## src/rtl/id_ctrl.sv

```systemverilog
// Decode-stage controller: owns the ID pipeline register and the ID->EX control
// register, decodes immediate format / EX class, and sequences stall, flush and bubbles.
module id_ctrl #(
  parameter logic [31:0] NOP_INSTR = 32'h0000_0013,
  parameter int          CNT_W     = 32
) (
  input  logic             clk,
  input  logic             rst,
  input  logic [31:0]      instr_i,
  input  logic             instr_valid_i,
  input  logic             flush_i,
  input  logic             mem_stall_i,
  output logic             stall_o,
  output logic [1:0]       id_imm_sel_o,
  output logic             id_valid_o,
  output logic             ex_valid_o,
  output logic [31:0]      ex_instr_o,
  output logic [1:0]       ex_imm_sel_o,
  output logic [4:0]       ex_rd_o,
  output logic             ex_reg_we_o,
  output logic             ex_is_load_o,
  output logic             ex_is_store_o,
  output logic             ex_is_branch_o,
  output logic             ex_is_jal_o,
  output logic             ex_illegal_o,
  output logic [CNT_W-1:0] bubble_cnt_o
);

  localparam logic [6:0] OPC_OP_IMM = 7'b0010011;
  localparam logic [6:0] OPC_LOAD   = 7'b0000011;
  localparam logic [6:0] OPC_JALR   = 7'b1100111;
  localparam logic [6:0] OPC_STORE  = 7'b0100011;
  localparam logic [6:0] OPC_BRANCH = 7'b1100011;
  localparam logic [6:0] OPC_LUI    = 7'b0110111;
  localparam logic [6:0] OPC_AUIPC  = 7'b0010111;
  localparam logic [6:0] OPC_OP     = 7'b0110011;
  localparam logic [6:0] OPC_JAL    = 7'b1101111;

  logic [31:0]      id_instr_q, id_instr_d;
  logic             id_valid_q, id_valid_d;
  logic             ex_valid_q, ex_valid_d;
  logic [31:0]      ex_instr_q, ex_instr_d;
  logic [1:0]       ex_imm_sel_q, ex_imm_sel_d;
  logic [4:0]       ex_rd_q, ex_rd_d;
  logic             ex_reg_we_q, ex_reg_we_d;
  logic             ex_is_load_q, ex_is_load_d;
  logic             ex_is_store_q, ex_is_store_d;
  logic             ex_is_branch_q, ex_is_branch_d;
  logic             ex_is_jal_q, ex_is_jal_d;
  logic             ex_illegal_q, ex_illegal_d;
  logic [CNT_W-1:0] bubble_cnt_q, bubble_cnt_d;

  logic [1:0] dec_imm_sel;
  logic       dec_we, dec_load, dec_store, dec_branch, dec_jal, dec_illegal;
  logic       dec_rs1_used, dec_rs2_used;
  logic [4:0] id_rd, id_rs1, id_rs2;
  logic       hazard;

  assign id_rd  = id_instr_q[11:7];
  assign id_rs1 = id_instr_q[19:15];
  assign id_rs2 = id_instr_q[24:20];

  always_comb begin
    dec_imm_sel  = 2'b00;
    dec_we       = 1'b0;
    dec_load     = 1'b0;
    dec_store    = 1'b0;
    dec_branch   = 1'b0;
    dec_jal      = 1'b0;
    dec_illegal  = 1'b0;
    dec_rs1_used = 1'b1;
    dec_rs2_used = 1'b0;
    unique case (id_instr_q[6:0])
      OPC_OP_IMM, OPC_JALR: dec_we = 1'b1;
      OPC_LOAD: begin
        dec_we   = 1'b1;
        dec_load = 1'b1;
      end
      OPC_STORE: begin
        dec_imm_sel  = 2'b01;
        dec_store    = 1'b1;
        dec_rs2_used = 1'b1;
      end
      OPC_BRANCH: begin
        dec_imm_sel  = 2'b10;
        dec_branch   = 1'b1;
        dec_rs2_used = 1'b1;
      end
      OPC_LUI, OPC_AUIPC: begin
        dec_imm_sel  = 2'b11;
        dec_we       = 1'b1;
        dec_rs1_used = 1'b0;
      end
      OPC_OP: begin
        dec_we       = 1'b1;
        dec_rs2_used = 1'b1;
      end
      OPC_JAL: begin
        dec_we       = 1'b1;
        dec_jal      = 1'b1;
        dec_rs1_used = 1'b0;
      end
      default: begin
        dec_illegal  = 1'b1;
        dec_rs1_used = 1'b0;
      end
    endcase
  end

  // A load in EX whose rd feeds the ID instruction needs one bubble; x0 never hazards.
  assign hazard = id_valid_q & ex_valid_q & ex_is_load_q & (ex_rd_q != 5'd0) &
                  ((dec_rs1_used & (id_rs1 == ex_rd_q)) |
                   (dec_rs2_used & (id_rs2 == ex_rd_q)));

  assign stall_o = mem_stall_i | (hazard & ~flush_i);

  always_comb begin
    id_instr_d     = id_instr_q;
    id_valid_d     = id_valid_q;
    ex_valid_d     = ex_valid_q;
    ex_instr_d     = ex_instr_q;
    ex_imm_sel_d   = ex_imm_sel_q;
    ex_rd_d        = ex_rd_q;
    ex_reg_we_d    = ex_reg_we_q;
    ex_is_load_d   = ex_is_load_q;
    ex_is_store_d  = ex_is_store_q;
    ex_is_branch_d = ex_is_branch_q;
    ex_is_jal_d    = ex_is_jal_q;
    ex_illegal_d   = ex_illegal_q;
    bubble_cnt_d   = bubble_cnt_q;
    if (!mem_stall_i) begin
      if (flush_i || hazard) begin
        ex_valid_d     = 1'b0;
        ex_instr_d     = NOP_INSTR;
        ex_imm_sel_d   = 2'b00;
        ex_rd_d        = 5'd0;
        ex_reg_we_d    = 1'b0;
        ex_is_load_d   = 1'b0;
        ex_is_store_d  = 1'b0;
        ex_is_branch_d = 1'b0;
        ex_is_jal_d    = 1'b0;
        ex_illegal_d   = 1'b0;
        if (flush_i) begin
          id_instr_d = NOP_INSTR;
          id_valid_d = 1'b0;
        end else begin
          bubble_cnt_d = bubble_cnt_q + CNT_W'(1);
        end
      end else begin
        id_instr_d     = instr_i;
        id_valid_d     = instr_valid_i;
        ex_valid_d     = id_valid_q;
        ex_instr_d     = id_instr_q;
        ex_imm_sel_d   = dec_imm_sel;
        ex_rd_d        = id_rd;
        ex_reg_we_d    = id_valid_q & dec_we & (id_rd != 5'd0);
        ex_is_load_d   = id_valid_q & dec_load;
        ex_is_store_d  = id_valid_q & dec_store;
        ex_is_branch_d = id_valid_q & dec_branch;
        ex_is_jal_d    = id_valid_q & dec_jal;
        ex_illegal_d   = id_valid_q & dec_illegal;
      end
    end
  end

  always_ff @(posedge clk) begin
    if (rst) begin
      id_instr_q     <= NOP_INSTR;
      id_valid_q     <= 1'b0;
      ex_valid_q     <= 1'b0;
      ex_instr_q     <= NOP_INSTR;
      ex_imm_sel_q   <= 2'b00;
      ex_rd_q        <= 5'd0;
      ex_reg_we_q    <= 1'b0;
      ex_is_load_q   <= 1'b0;
      ex_is_store_q  <= 1'b0;
      ex_is_branch_q <= 1'b0;
      ex_is_jal_q    <= 1'b0;
      ex_illegal_q   <= 1'b0;
      bubble_cnt_q   <= '0;
    end else begin
      id_instr_q     <= id_instr_d;
      id_valid_q     <= id_valid_d;
      ex_valid_q     <= ex_valid_d;
      ex_instr_q     <= ex_instr_d;
      ex_imm_sel_q   <= ex_imm_sel_d;
      ex_rd_q        <= ex_rd_d;
      ex_reg_we_q    <= ex_reg_we_d;
      ex_is_load_q   <= ex_is_load_d;
      ex_is_store_q  <= ex_is_store_d;
      ex_is_branch_q <= ex_is_branch_d;
      ex_is_jal_q    <= ex_is_jal_d;
      ex_illegal_q   <= ex_illegal_d;
      bubble_cnt_q   <= bubble_cnt_d;
    end
  end

  assign id_imm_sel_o   = dec_imm_sel;
  assign id_valid_o     = id_valid_q;
  assign ex_valid_o     = ex_valid_q;
  assign ex_instr_o     = ex_instr_q;
  assign ex_imm_sel_o   = ex_imm_sel_q;
  assign ex_rd_o        = ex_rd_q;
  assign ex_reg_we_o    = ex_reg_we_q;
  assign ex_is_load_o   = ex_is_load_q;
  assign ex_is_store_o  = ex_is_store_q;
  assign ex_is_branch_o = ex_is_branch_q;
  assign ex_is_jal_o    = ex_is_jal_q;
  assign ex_illegal_o   = ex_illegal_q;
  assign bubble_cnt_o   = bubble_cnt_q;

endmodule
```

## config.mk

```make
export PLATFORM = sky130hd
export DESIGN_NAME = id_ctrl
export DESIGN_NICKNAME = d
export VERILOG_FILES = /design/src/rtl/id_ctrl.sv
export SDC_FILE = /design/constraint.sdc
export NUM_CORES = 1
export LEC_CHECK = 0
export CORE_MARGIN = 2
export CORE_UTILIZATION = 59
export CTS_BUF_LIST = sky130_fd_sc_hd__clkbuf_2 sky130_fd_sc_hd__clkbuf_4 sky130_fd_sc_hd__clkbuf_8
export CTS_CLUSTER_SIZE = 12
export DETAILED_ROUTE_END_ITERATION = 10
export DONT_BUFFER_PORTS = 1
export PLACE_DENSITY = 0.78
export SLEW_MARGIN = 20
export SYNTH_ARGS = -nofsm -noshare
export SYNTH_HDL_FRONTEND = slang
export SYNTH_SLANG_ARGS = --single-unit
```

## constraint.sdc

```tcl
create_clock -name clk -period 2.2 [get_ports clk]
set_input_delay 0.33 -clock clk [delete_from_list [all_inputs] [get_ports clk]]
set_output_delay 0.33 -clock clk [all_outputs]
set_load 0.02 [all_outputs]
```

==> Flow_metrics.wiki, run 1 <==
{| class="wikitable"
! Metric !! Value
|-
| Run status || finished with violations
|-
| Failing checks || setup timing
|-
| Number of top-level pins || 119
|-
| Skew-Pair Late Insertion Delay || 370 ps
|-
| Top cell by count, worst path || sky130_fd_sc_hd__buf_6
|-
| Core area || 8217 um2
|-
| Post-layout net count || 619
|-
| Fraction of registers with async set/reset || 0%
|-
| Combined buffer and inverter count along the critical path || 2
|-
| Wirelength, routed || 13.05 mm
|-
| Area added between synthesis and finish || 18.26%
|-
| Count of state elements after synthesis || 106
|-
| H-tree levels || 3
|-
| Worst clock skew || 13.61 ps
|-
| Capturing element type of the critical path || output port
|-
| Power per cell area || 593.9 nW/um2
|-
| Number of global-route vias before repair || 4,124
|-
| Share of final-layout standard cells stronger than drive strength 1 || 25.94%
|-
| Final setup violating endpoints || 25
|-
| Detail Placement HPWL || 8.629 mm
|-
| List of cells traversed by the critical path || xor2_1 -> or4_4 -> buf_6 -> o22ai_4 -> nand2b_1 -> o21bai_2 -> buf_6
|-
| Warnings, synthesis || 0
|-
| Largest delay share family, worst path || simple AND/OR/NAND/NOR gates
|-
| Initial antenna violation count || 0
|-
| Bufs on Longest Clock Path || 2
|-
| # hold bufs at CTS || 0
|-
| Clock input transition at the sequential cells of the worst setup and hold paths || 90 ps
|-
| P_leak || 2.038 nW
|-
| Detailed Route Iter0 Violations || 391
|-
| Minimum setup slack in the final design || -193.9 ps
|-
| Final-report hold violation count || 0
|-
| Number of pins with negative max-slew slack in the final report || 0
|-
| Number of iterations in the first detailed-routing pass || 5
|-
| Sequential cell area fraction in the yosys report || 42.54%
|-
| Global-route wire length before repair || 20.29 mm
|-
| Tmin final || 2394 ps
|-
| Total grt overflow || 0
|-
| Routed vias/inst || 6.504
|-
| Tcrit/Tclk final || 108.8%
|-
| Number of clock sinks || 106
|-
| Die height || 95.95 um
|-
| Post-synth design cell area || 4989 um2
|-
| Met3 Wirelength || 1.104 mm
|-
| Max-capacitance violation count || 0
|-
| Wirelength per Cell || 18.89 um
|-
| Num CTS Buffers || 9
|-
| Overall track demand over capacity in global routing || 27.91%
|-
| Area of all placed cells without fillers || 5899 um2
|-
| Transition at the pin with the smallest max-transition slack || 510.7 ps
|-
| N_diodes || 0
|-
| Die area || 9206 um2
|-
| Arr. time, crit path || 2060 ps
|-
| Final core occ || 71.80%
|-
| Starting density of the core || 60.71%
|-
| Top layer reached by signal wires || met4
|-
| Maximum single-stage delay on the critical path || 540 ps
|-
| Final setup TNS || -920.3 ps
|-
| Peak Freq || 0.4177 GHz
|-
| Worst slew slack as a fraction of its limit || 65.83%
|-
| Number of non-filler instances in the completed layout || 691
|-
| Met2 layer wire length in the routed design || 6.222 mm
|-
| Post-Place Cell Area || 5514 um2
|-
| Last weighted congestion value of the routability-driven placer || 0.8546
|-
| Inst Count DP || 670
|-
| Number of fillers in the final layout || 625
|-
| Leading register cell type out of synthesis || sky130_fd_sc_hd__dfxtp_1
|-
| CP max FO || 3
|-
| Via count || 4,494
|-
| Floorplan row count || 33
|-
| Drc violations || 0
|-
| Final ANT Viol Nets || 0
|-
| Unrepaired setup endpoints after global routing || yes
|-
| I/O Buffers || 0
|-
| Minimum hold slack || 57.02 ps
|-
| Met1 layer wirelength in the final routing || 5.580 mm
|-
| Netlist cell types || 46
|-
| Mapped Nets || 595
|-
| Clock Root Buffer || sky130_fd_sc_hd__clkbuf_8
|-
| Number of enable-type register cells in the synthesized netlist || 0
|-
| Clock tree from TritonCTS || done
|-
| DIE WIDTH || 95.95 um
|-
| Worst voltage drop across the vdd grid || 402.2 uV
|-
| Synth Area per Inst || 8.956 um2
|-
| Post-synthesis instance total || 557
|-
| Crit path max-delay cell type || sky130_fd_sc_hd__or4_4
|-
| WP data required || 1870 ps
|-
| Classification of the worst setup path || register to output port
|-
| Startpoint class of the critical path || register
|-
| Maximum number of pins on one net before global-route repair || 91
|-
| Classification of the worst-slack hold path || primary input to register
|}
-- kinds of logic after synthesis --
kind of cell,after synthesis,synth area share (%)
muxes,22,4.966
buffers and inverters,67,5.894
AOI/OAI and AO/OA,133,19.41
adders and majority gates,1,0.2508
DFF,106,42.54
and+or+nand+nor,218,25.18
xor gates and xnor gates,10,1.756
-- state kept, by name, summed over array words and instances (netlist names) --
signal	cells
bubble_cnt_o	32
ex_instr_o	32
id_instr_q	32
ex_imm_sel_o	2
ex_illegal_o	1
ex_is_branch_o	1
ex_is_jal_o	1
ex_is_load_o	1
ex_is_store_o	1
ex_reg_we_o	1
ex_valid_o	1
id_valid_o	1
-- path summary, 6_finish.rpt --
path                   startpoint         endpoint  slack, ps  depth (start not counted)
setup / recovery    ex_instr_o[8]          stall_o       -190                          7
hold / removal                rst  bubble_cnt_o[9]         60                          1
setup reg to reg    ex_instr_o[8]  bubble_cnt_o[7]        -60                          6
hold reg to reg   bubble_cnt_o[0]  bubble_cnt_o[0]        520                          2
-- per-layer routing --
| metal | vias to the layer above | track usage, % |
|---|---|---|
| met4 | 0 | 7.976 |
| met5 | - | 0 |
| met3 | 12 | 7.987 |
| li1 | 2127 | - |
| met2 | 172 | 45.51 |
| met1 | 2183 | 36.10 |
-- Yosys cell counts (all sizes together) (3+ instances only) --
cell	count	share of area, %
dfxtp	106	43
nand2	55	4.1
clkbuf	48	3.6
o21ai	39	3.9
nor2	34	2.6
nor4b	32	5.6
a32o	31	6.2
a22oi	29	4.4
nor2b	23	2.9
mux2	22	5.0
buf	14	1.9
nor4	12	1.5
or4	12	1.9
a21oi	10	1.0
nand3	9	0.90
nor3	9	0.90
nand4	8	1.0
o31ai	8	1.2
xnor2	7	1.2
inv	5	0.38
o22a	4	0.70
or3	4	0.50
and2	3	0.38
nand2b	3	0.38
nand3b	3	0.70
nor3b	3	0.45
o32a	3	0.60
xor2	3	0.53
-- per-stage QoR --
step	total power, W	setup slack, ps
3_5_place_dp	0.002331	-123.8
6_report	0.003504	-193.9
3_3_place_gp	0.002320	-36.93
2_1_floorplan	0.002265	-27.96
5_1_grt	0.003608	-286.7
4_1_cts	0.003444	-215.2
-- cells in the final DEF, fill, tap and decap left out, drive strengths merged, types with 4 or more instances in the layout --
cell | Yosys | routed
dfxtp | 106 | 106
buf | 14 | 73
nand2 | 55 | 55
o21ai | 39 | 39
nor2 | 34 | 34
nor4b | 32 | 32
a32o | 31 | 31
a22oi | 29 | 29
nor2b | 23 | 23
mux2 | 22 | 22
clkbuf | 48 | 13
or4 | 12 | 12
nor4 | 12 | 12
a21oi | 10 | 10
nand3 | 9 | 9
nor3 | 9 | 9
nand4 | 8 | 8
o31ai | 8 | 8
xnor2 | 7 | 7
inv | 5 | 7
o22a | 4 | 4
or3 | 4 | 4
-- layout make-up --
type	count	area (um2)	share of cell area [%]
multi-input cells	384	2766	46.89
clock buffers	11	145.1	2.460
repair buffers	75	666.9	11.30
well taps	105	131.4	2.227
inverters	5	18.77	0.3181
clock inverters	5	36.28	0.6151
flip-flops and latches	106	2135	36.18
-- what timing repair did --
item                                    in CTS  in global routing
gates resized for setup                     13                 14
cloned                                       0                  2
buffers inserted                             2                  1
endpoints found under the setup margin      20                 80
pin swaps                                    5                  5
-- power by group --
group | total [W] | internal, W | switching, W
sequential | 0.00198 | 0.00195 | 0.0000358
combinational | 0.000375 | 0.000153 | 0.000222
clock | 0.00114 | 0.000461 | 0.000683
total | 0.00350 | 0.00256 | 0.000941
Note: power is estimated with default switching activity, not from simulation.
==> run 2, diff against run 1 <==
--- a/config.mk
+++ b/config.mk
@@ -5,9 +5,11 @@
 export SDC_FILE = /design/constraint.sdc
 export NUM_CORES = 1
 export LEC_CHECK = 0
+export CAP_MARGIN = 20
 export CORE_MARGIN = 2
 export CORE_UTILIZATION = 59
 export CTS_BUF_LIST = sky130_fd_sc_hd__clkbuf_2 sky130_fd_sc_hd__clkbuf_4 sky130_fd_sc_hd__clkbuf_8
+export CTS_CLUSTER_DIAMETER = 50
 export CTS_CLUSTER_SIZE = 12
 export DETAILED_ROUTE_END_ITERATION = 10
 export DONT_BUFFER_PORTS = 1
==> results of run 2 <==
Final layout, timing and power as in run 1 (identical DEF).
==> run 3, diff against run 2 <==
--- a/config.mk
+++ b/config.mk
@@ -7,13 +7,13 @@
 export LEC_CHECK = 0
 export CAP_MARGIN = 20
 export CORE_MARGIN = 2
-export CORE_UTILIZATION = 59
+export CORE_UTILIZATION = 66
 export CTS_BUF_LIST = sky130_fd_sc_hd__clkbuf_2 sky130_fd_sc_hd__clkbuf_4 sky130_fd_sc_hd__clkbuf_8
 export CTS_CLUSTER_DIAMETER = 50
 export CTS_CLUSTER_SIZE = 12
 export DETAILED_ROUTE_END_ITERATION = 10
 export DONT_BUFFER_PORTS = 1
-export PLACE_DENSITY = 0.78
+export PLACE_DENSITY = 0.82
 export SLEW_MARGIN = 20
 export SYNTH_ARGS = -nofsm -noshare
 export SYNTH_HDL_FRONTEND = slang
==> constraint.sdc (replaced) <==
create_clock -name clk -period 2.5 [get_ports clk]
set_input_delay 0.375 -clock clk [delete_from_list [all_inputs] [get_ports clk]]
set_output_delay 0.375 -clock clk [all_outputs]
set_load 0.02 [all_outputs]
==> run 3 against run 2 <==
Against the previous run:
- the run now ends clean
- global-route usage is 1.4 points higher
- via count is 2.2% lower
- flip-flop and latch count stayed put
- cell area is 7.8% lower
- clock power is 4% higher
- first-iteration DRC count is 9.5% lower
- total power is 9.5% lower
- core utilization is 2.8 points higher
- critical endpoint unchanged
- largest power group unchanged
- highest routed layer unchanged
==> Flow_metrics.wiki, run 3 (same netlist as run 1, synthesis figures left out) <==
{| class="wikitable"
! Metric !! Value
|-
| Run status || complete, no violations
|-
| Startpoint class of the critical path || register
|-
| Inst Count DP || 631
|-
| Wirelength per Cell || 19.06 um
|-
| Last weighted congestion value of the routability-driven placer || 0.8379
|-
| Number of clock sinks || 106
|-
| Post-layout net count || 584
|-
| Arr. time, crit path || 2070 ps
|-
| Total grt overflow || 0
|-
| Peak Freq || 0.4095 GHz
|-
| Top library cells by usage in the layout, fill and taps aside || sky130_fd_sc_hd__dfxtp_1 (104), sky130_fd_sc_hd__nand2_1 (55), sky130_fd_sc_hd__o21ai_0 (39), sky130_fd_sc_hd__buf_4 (39), sky130_fd_sc_hd__nor2_1 (33)
|-
| Final ANT Viol Nets || 0
|-
| Initial antenna violation count || 0
|-
| Startpoint of the lowest-slack hold path || rst
|-
| Area added between synthesis and finish || 9.004%
|-
| Skew-Pair Late Insertion Delay || 370 ps
|-
| Detail Placement HPWL || 8.114 mm
|-
| Drc violations || 0
|-
| WP data required || 2120 ps
|-
| Worst clock skew || 8.346 ps
|-
| Number of stages on the worst hold path || 1
|-
| Wirelength, routed || 12.39 mm
|-
| Number of non-filler instances in the completed layout || 650
|-
| Maximum number of pins on one net before global-route repair || 91
|-
| Overall track demand over capacity in global routing || 29.27%
|-
| Register-to-Register Setup Slack || 190 ps
|-
| Capture endpoint of the worst hold path || bubble_cnt_o[0]
|-
| # hold bufs at CTS || 0
|-
| Detailed Route Iter0 Violations || 354
|-
| H-tree levels || 3
|-
| Floorplan row count || 31
|-
| I/O Buffers || 0
|-
| Setup slack at placement || 132.9 ps
|-
| Max-capacitance violation count || 0
|-
| Num CTS Buffers || 9
|-
| DIE WIDTH || 90.94 um
|-
| Die height || 90.94 um
|-
| Clock input transition at the sequential cells of the worst setup and hold paths || 90 ps
|-
| Final core occ || 74.57%
|-
| Clock tree from TritonCTS || done
|-
| Final-report hold violation count || 0
|-
| Starting density of the core || 68.41%
|-
| Minimum setup slack in the final design || 58.09 ps
|-
| Number of top-level pins || 119
|-
| Post-Place Cell Area || 5166 um2
|-
| Number of iterations in the first detailed-routing pass || 5
|-
| Routed vias/inst || 6.758
|-
| CP max FO || 7
|-
| Most frequent standard cell in the layout excluding fill and tap cells || sky130_fd_sc_hd__dfxtp_1
|-
| Worst voltage drop across the vdd grid || 429.2 uV
|-
| Die area || 8270 um2
|-
| Transition at the pin with the smallest max-transition slack || 727.2 ps
|-
| P_leak || 1.792 nW
|-
| Share of final-layout standard cells stronger than drive strength 1 || 17.06%
|-
| R2r endpoint || bubble_cnt_o[18]
|-
| Power per cell area || 583.3 nW/um2
|-
| Worst slew slack as a fraction of its limit || 51.52%
|-
| Classification of the worst setup path || register to output port
|-
| Number of fillers in the final layout || 600
|-
| Launch point of the worst path || ex_instr_o[8]
|-
| Final setup violating endpoints || 0
|-
| Worst reg2reg path startpoint || id_instr_q[0]
|-
| N_diodes || 0
|-
| Core area || 7292 um2
|-
| Area of all placed cells without fillers || 5438 um2
|-
| Worst reg-to-reg path cell count || 6
|-
| Tmin final || 2442 ps
|-
| Bufs on Longest Clock Path || 2
|-
| Clock Root Buffer || sky130_fd_sc_hd__clkbuf_8
|-
| Tcrit/Tclk final || 97.68%
|-
| Capturing element type of the critical path || output port
|-
| Number of pins with negative max-slew slack in the final report || 0
|-
| Number of global-route vias before repair || 3,996
|-
| Classification of the worst-slack hold path || primary input to register
|-
| Global-route wire length before repair || 19.93 mm
|-
| Via count || 4,393
|-
| Overall power of the completed layout || 0.003172 W
|}
run 3: repair_timing:
item | CTS | global route
buffers inserted | 0 | 3
endpoints found under the setup margin | 0 | 3
hold endpoints to repair | 0 | 0
gates resized for setup | 0 | 5
run 3: worst max-delay path, stage by stage (launching register included):
cell	delay, ps
sky130_fd_sc_hd__dfxtp_1	360
sky130_fd_sc_hd__or4_1	610
sky130_fd_sc_hd__o2111ai_4	320
sky130_fd_sc_hd__nand2b_1	170
sky130_fd_sc_hd__o21bai_1	80
sky130_fd_sc_hd__buf_4	170
run 3: how the worst max path moves through the flow:
stage	endpoint	slack, ps	cells after the start
2_1_floorplan	stall_o	100	7
3_3_place_gp	bubble_cnt_o[13]	200	6
3_5_place_dp	bubble_cnt_o[30]	130	6
4_1_cts	stall_o	10	5
5_1_grt	stall_o	-2	5
6_report	stall_o	60	5
run 3: layer usage:
| layer | vias up | wire length, um | track usage (%) |
|---|---|---|---|
| met4 | 0 | 245 | 11.36 |
| met2 | 202 | 5744 | 45.62 |
| li1 | 2046 | - | - |
| met3 | 26 | 1123 | 8.714 |
| met5 | - | 0 | 0 |
| met1 | 2119 | 5273 | 38.27 |
run 3: power breakdown:
part	switching [W]	internal [W]	total, W	leakage (nW)
clock network	0.000566	0.000615	0.00118	0.110
logic	0.000159	0.0000802	0.000240	0.825
registers	0.0000361	0.00172	0.00175	0.857
total	0.000762	0.00241	0.00317	1.79
run 3: layout make-up:
cell class	instances	area [um2]	area share, %
clock inverters	4	75.07	1.381
clock buffers	12	152.6	2.807
inverters	5	18.77	0.3451
multi-input cells	384	2630	48.37
repair buffers	40	312.8	5.752
flip-flops and latches	106	2125	39.07
well taps	99	123.9	2.278
run 3: stage by stage:
step	setup TNS (ps)	hold slack (ps)
floorplan	0	478.2
global placement	0	449.7
detailed placement	0	453.8
CTS	0	63.09
global route	-2.490	52.51
finish	0	78.96
==> edit 1, RTL diff (flow settings as in run 3) <==
Register the output `bubble_cnt_o` once more, cleared by the reset; this adds one clock of latency there. The other outputs are not delayed to match.
--- a/src/rtl/id_ctrl.sv
+++ b/src/rtl/id_ctrl.sv
@@ -209,3 +209,9 @@
   assign ex_illegal_o   = ex_illegal_q;
-  assign bubble_cnt_o   = bubble_cnt_q;
+  always_ff @(posedge clk) begin
+    if (rst) begin
+      bubble_cnt_o <= '0;
+    end else begin
+      bubble_cnt_o <= bubble_cnt_q;
+    end
+  end
 
Check against the original RTL: not equivalent (a bounded check fails within 4 cycles, from zero or initial values and one cycle with rst high).
==> edit 1 against run 3 <==
  * Area after synthesis up 17%
  * Maximum frequency grew 0.76%
  * Worst hold slack got worse by 0.039 ns
  * Setup slack improved by 0.018 ns
  * Power increased by 45%
  * Cell area grew 19%
  * Sequential cell count grew 32
  * Wire length up 10%
  * Critical path depth is 1 higher
  * Utilization rose by 0.12 points
  * Cell count grew 17%
  * Global-route usage fell by 1.6 points
  * Count of clock-buffer cells in the layout up 7
  * Largest power group unchanged
==> edit 1: results (changes against run 3) <==
stage	metric	value	unit	change
cells_and_area	Post-Layout Cell Count	762		was 650
setup_path	reg2reg end	bubble_cnt_q[17]		was bubble_cnt_o[18]
synth	Seq/Total Area, Yosys	47.3	%	was 42.5%
placement	worst slack at placement	0.185	ns	was 0.133 ns
cells_and_area	multi-input logic area	2830	um^2	was 2630 um^2
timing	Rel. slew slack	32.8	%	was 51.5%
outcome	status	completed		unchanged
setup_path	Critical Path AT	2.05	ns	was 2.07 ns
timing	Worst Skew	0.0130	ns	was 0.00835 ns
route	Post-Route WL	13700	um	was 12400 um
placement	Post-DP Area	5930	um^2	was 5170 um^2
global_route	first-pass GRT wire length	21900	um	was 19900 um
setup_path	R2R depth	5		was 6
global_route	vias in the first global route	4572		was 3996
power	worst vdd ir	468	uV	was 429 uV
synth	library cells used by synthesis	49		was 46
synth	Synth area leaders	dfxtp_1, a32o_1, nand2_1, nor2_1, nor4b_1		was dfxtp_1, a32o_1, nor4b_1, mux2_2, a22oi_1
setup_path	worst reg2reg startpoint	bubble_cnt_q[4]		was id_instr_q[0]
setup_path	slowest CP cell	or4_4		was or4_1
hold_path	WHS Endpoint	bubble_cnt_o[0]		unchanged
cells_and_area	share of layout cells above drive strength 1	13.8	%	was 17.1%
placement	DPL Wire Length	8790	um	was 8110 um
cts	CTS HTree Levels	4		was 3
timing	setup tns final	0	ns	unchanged
setup_path	Max Fanout on Critical Path	4		was 7
timing	final hold slack	0.0400	ns	was 0.0790 ns
power	total power	4.61	mW	was 3.17 mW
power	switching power of the nets	1.07	mW	was 0.762 mW
route	Vias/cell	6.41		was 6.76
synth	Synth top cells by count	dfxtp_1, nand2_1, nor2_1		was dfxtp_1, nand2_1, clkbuf_1
placement	RD Place Congestion	0.862		was 0.838
cells_and_area	final net count	679		was 584
synth	Post-Syn Area per Cell	8.96	um^2	about the same
power	clock network power	2.10	mW	was 1.18 mW
cts	CTS Buf Count	17		was 9
global_route	largest net degree at the start of global routing	129		was 91
power	static leakage	2.31	nW	was 1.79 nW
synth	Net Count, Synth	690		was 595
placement	cell total after placement	725		was 631
global_route	antenna violations before repair	0		unchanged
cts	Worst-Skew Late Latency	0.44	ns	was 0.37 ns
==> edit 1: layer usage <==
metal / GRT usage, % / up-vias / wire length [um]
met1: 33.0 / 2361 / 5490
met5: 0 / - / 0
met4: 11.0 / 0 / 282
met2: 47.1 / 185 / 6980
li1: - / 2313 / -
met3: 7.87 / 25 / 905
==> edit 1: cell families after synthesis <==
family,share of synthesized area [%]
XOR/XNOR,1.50
buffers and inverters,5.03
flip-flops,47.3
adder cells (fa/ha/maj),0.214
multiplexers,5.65
AO/OA/AOI/OAI,14.5
AND/OR/NAND/NOR,25.8
==> edit 1: final cells by class <==
type / count / area share, %
clock inverter: 13 / 3.36
clock buffer: 19 / 3.86
inverter: 3 / 0.175
sequential: 138 / 42.8
timing repair buffer: 30 / 3.84
tap: 108 / 2.10
multi-input combinational: 451 / 43.8
==> edit 1: timing repair <==
item                       4_1_cts  5_1_grt
hold endpoints to repair         4        1
pin swaps                        1        0
setup endpoints to repair        1        1
hold buffers                     1        3
gates resized for setup          2        1
buffers inserted                 1        0
==> edit 2, RTL diff (flow settings as in run 3) <==
Made on the original files. Change the parameter `CNT_W` from 32 to 16.
--- a/src/rtl/id_ctrl.sv
+++ b/src/rtl/id_ctrl.sv
@@ -4,3 +4,3 @@
   parameter logic [31:0] NOP_INSTR = 32'h0000_0013,
-  parameter int          CNT_W     = 32
+  parameter int          CNT_W     = 16
 ) (
Ports: changed (resized bubble_cnt_o); port bits go from 119 to 103. No check against the original RTL was run, so the function may have changed too.
==> edit 2 against run 3 <==
  * Setup slack better by 0.033 ns
  * Synthesized cell count is 20% lower
  * Wire length is 21% lower
  * Combinational power is 4% higher
  * Sequential power is 14% lower
  * Clock skew is 0.0020 ns higher
  * Sequential share of layout area is 3.3 points higher
  * Die area is 19% lower
  * Worst hold slack worse by 0.0045 ns
  * Cell area is 22% lower
  * Power is 16% lower
  * Sequential cell count is 16 lower
  * Critical path type unchanged
  * Area after synthesis is 20% lower
==> edit 2: results (changes against run 3) <==
stage	metric	value	unit	change
cells_and_area	final net count	470		was 584
hold_path	Hold Crit Class	in -> reg		unchanged
placement	RD Place Congestion	0.845		was 0.838
timing	Rel. slew slack	54.5	%	was 51.5%
setup_path	max incr delay on CP	0.57	ns	was 0.61 ns
cells_and_area	diodes inserted	0		unchanged
power	worst vdd ir	409	uV	was 429 uV
cts	CTS max path bufs	2		unchanged
placement	input/output buffers	0		unchanged
placement	worst slack at placement	0.229	ns	was 0.133 ns
timing	Worst Skew	0.0104	ns	was 0.00835 ns
synth	library cells used by synthesis	40		was 46
route	drt first-iter violations	231		was 354
global_route	first-pass GRT wire length	15800	um	was 19900 um
global_route	vias in the first global route	3240		was 3996
route	Post-Route WL	9780	um	was 12400 um
timing	post-layout min period	2.41	ns	was 2.44 ns
synth	Post-Syn Area per Cell	8.98	um^2	was 8.96 um^2
synth	Synth top cells by count	dfxtp_1, nand2_1, o21ai_0		was dfxtp_1, nand2_1, clkbuf_1
route	Vias/cell	6.87		was 6.76
global_route	largest net degree at the start of global routing	68		was 91
setup_path	Max Fanout on Critical Path	13		was 7
cells_and_area	share of layout cells above drive strength 1	12.1	%	was 17.1%
placement	cell total after placement	495		was 631
global_route	GRT Util Overall	30.5	%	was 29.3%
cells_and_area	Post-Layout Cell Count	512		was 650
placement	Post-DP Area	4050	um^2	was 5170 um^2
setup_path	Critical Path AT	2.03	ns	was 2.07 ns
timing	final hold slack	0.0745	ns	was 0.0790 ns
setup_path	Worst R2R Setup Slack	0.33	ns	was 0.19 ns
synth	Net Count, Synth	484		was 595
power	static leakage	1.49	nW	was 1.79 nW
synth	Seq/Total Area, Yosys	45.0	%	was 42.5%
placement	DPL Wire Length	6490	um	was 8110 um
cts	Worst-path clk slew	0.09	ns	about the same
outcome	status	completed		unchanged
synth	Synth area leaders	dfxtp_1, a32o_1, a2bb2oi_1, o21ai_0, nand2_1		was dfxtp_1, a32o_1, nor4b_1, mux2_2, a22oi_1
==> edit 2: worst paths after layout <==
check	from	end	cells past startpoint
worst min register to register	id_instr_q[12]	id_instr_q[12]	2
worst max-delay path	ex_instr_o[8]	stall_o	5
worst max register to register	id_instr_q[4]	bubble_cnt_o[13]	6
worst min-delay path	rst	bubble_cnt_o[11]	1
==> edit 2: power by group <==
part / leakage (nW) / internal (mW) / switching [mW]
Combinational: 0.677 / 0.107 / 0.144
Sequential: 0.730 / 1.46 / 0.0393
Clock: 0.0852 / 0.403 / 0.524
Total: 1.49 / 1.97 / 0.707
==> edit 2: final cells by class <==
type	count	area (um^2)
timing repair buffer	22	165
sequential	90	1810
clock inverter	5	40.0
tap	75	93.8
multi-input combinational	304	2000
fill	490	1620
inverter	5	18.8
clock buffer	11	145
==> edit 2: timing repair <==
item | CTS | global route
buffers inserted | 0 | 1
setup endpoints to repair | 1 | 1
gates resized for setup | 2 | 5
pin swaps | 0 | 2
==> edit 2: logic make-up after synthesis <==
| kind of cell | share of synthesized area, % |
|---|---|
| xor gates and xnor gates | 2.19 |
| adders and majority gates | 0.312 |
| AOI/OAI and AO/OA | 26.6 |
| and+or+nand+nor | 19.4 |
| DFF | 45.0 |
| buffers and inverters | 6.00 |
| muxes | 0.562 |
==> edit 2: metal layers <==
layer | vias to the layer above | track usage, % | routed length [um]
met1 | 1711 | 39.0 | 4030
met2 | 133 | 48.3 | 4840
met3 | 18 | 8.24 | 714
met4 | 0 | 13.5 | 200
li1 | 1656 | - | -
met5 | - | 0 | 0
==> edit 2: worst max-delay path: cells and delay by family, from the launching register on <==
kind | cells | cell delay, ns
DFF | 1 | 0.36
buffers and inverters | 1 | 0.17
AOI/OAI and AO/OA | 2 | 0.46
and+or+nand+nor | 2 | 0.70
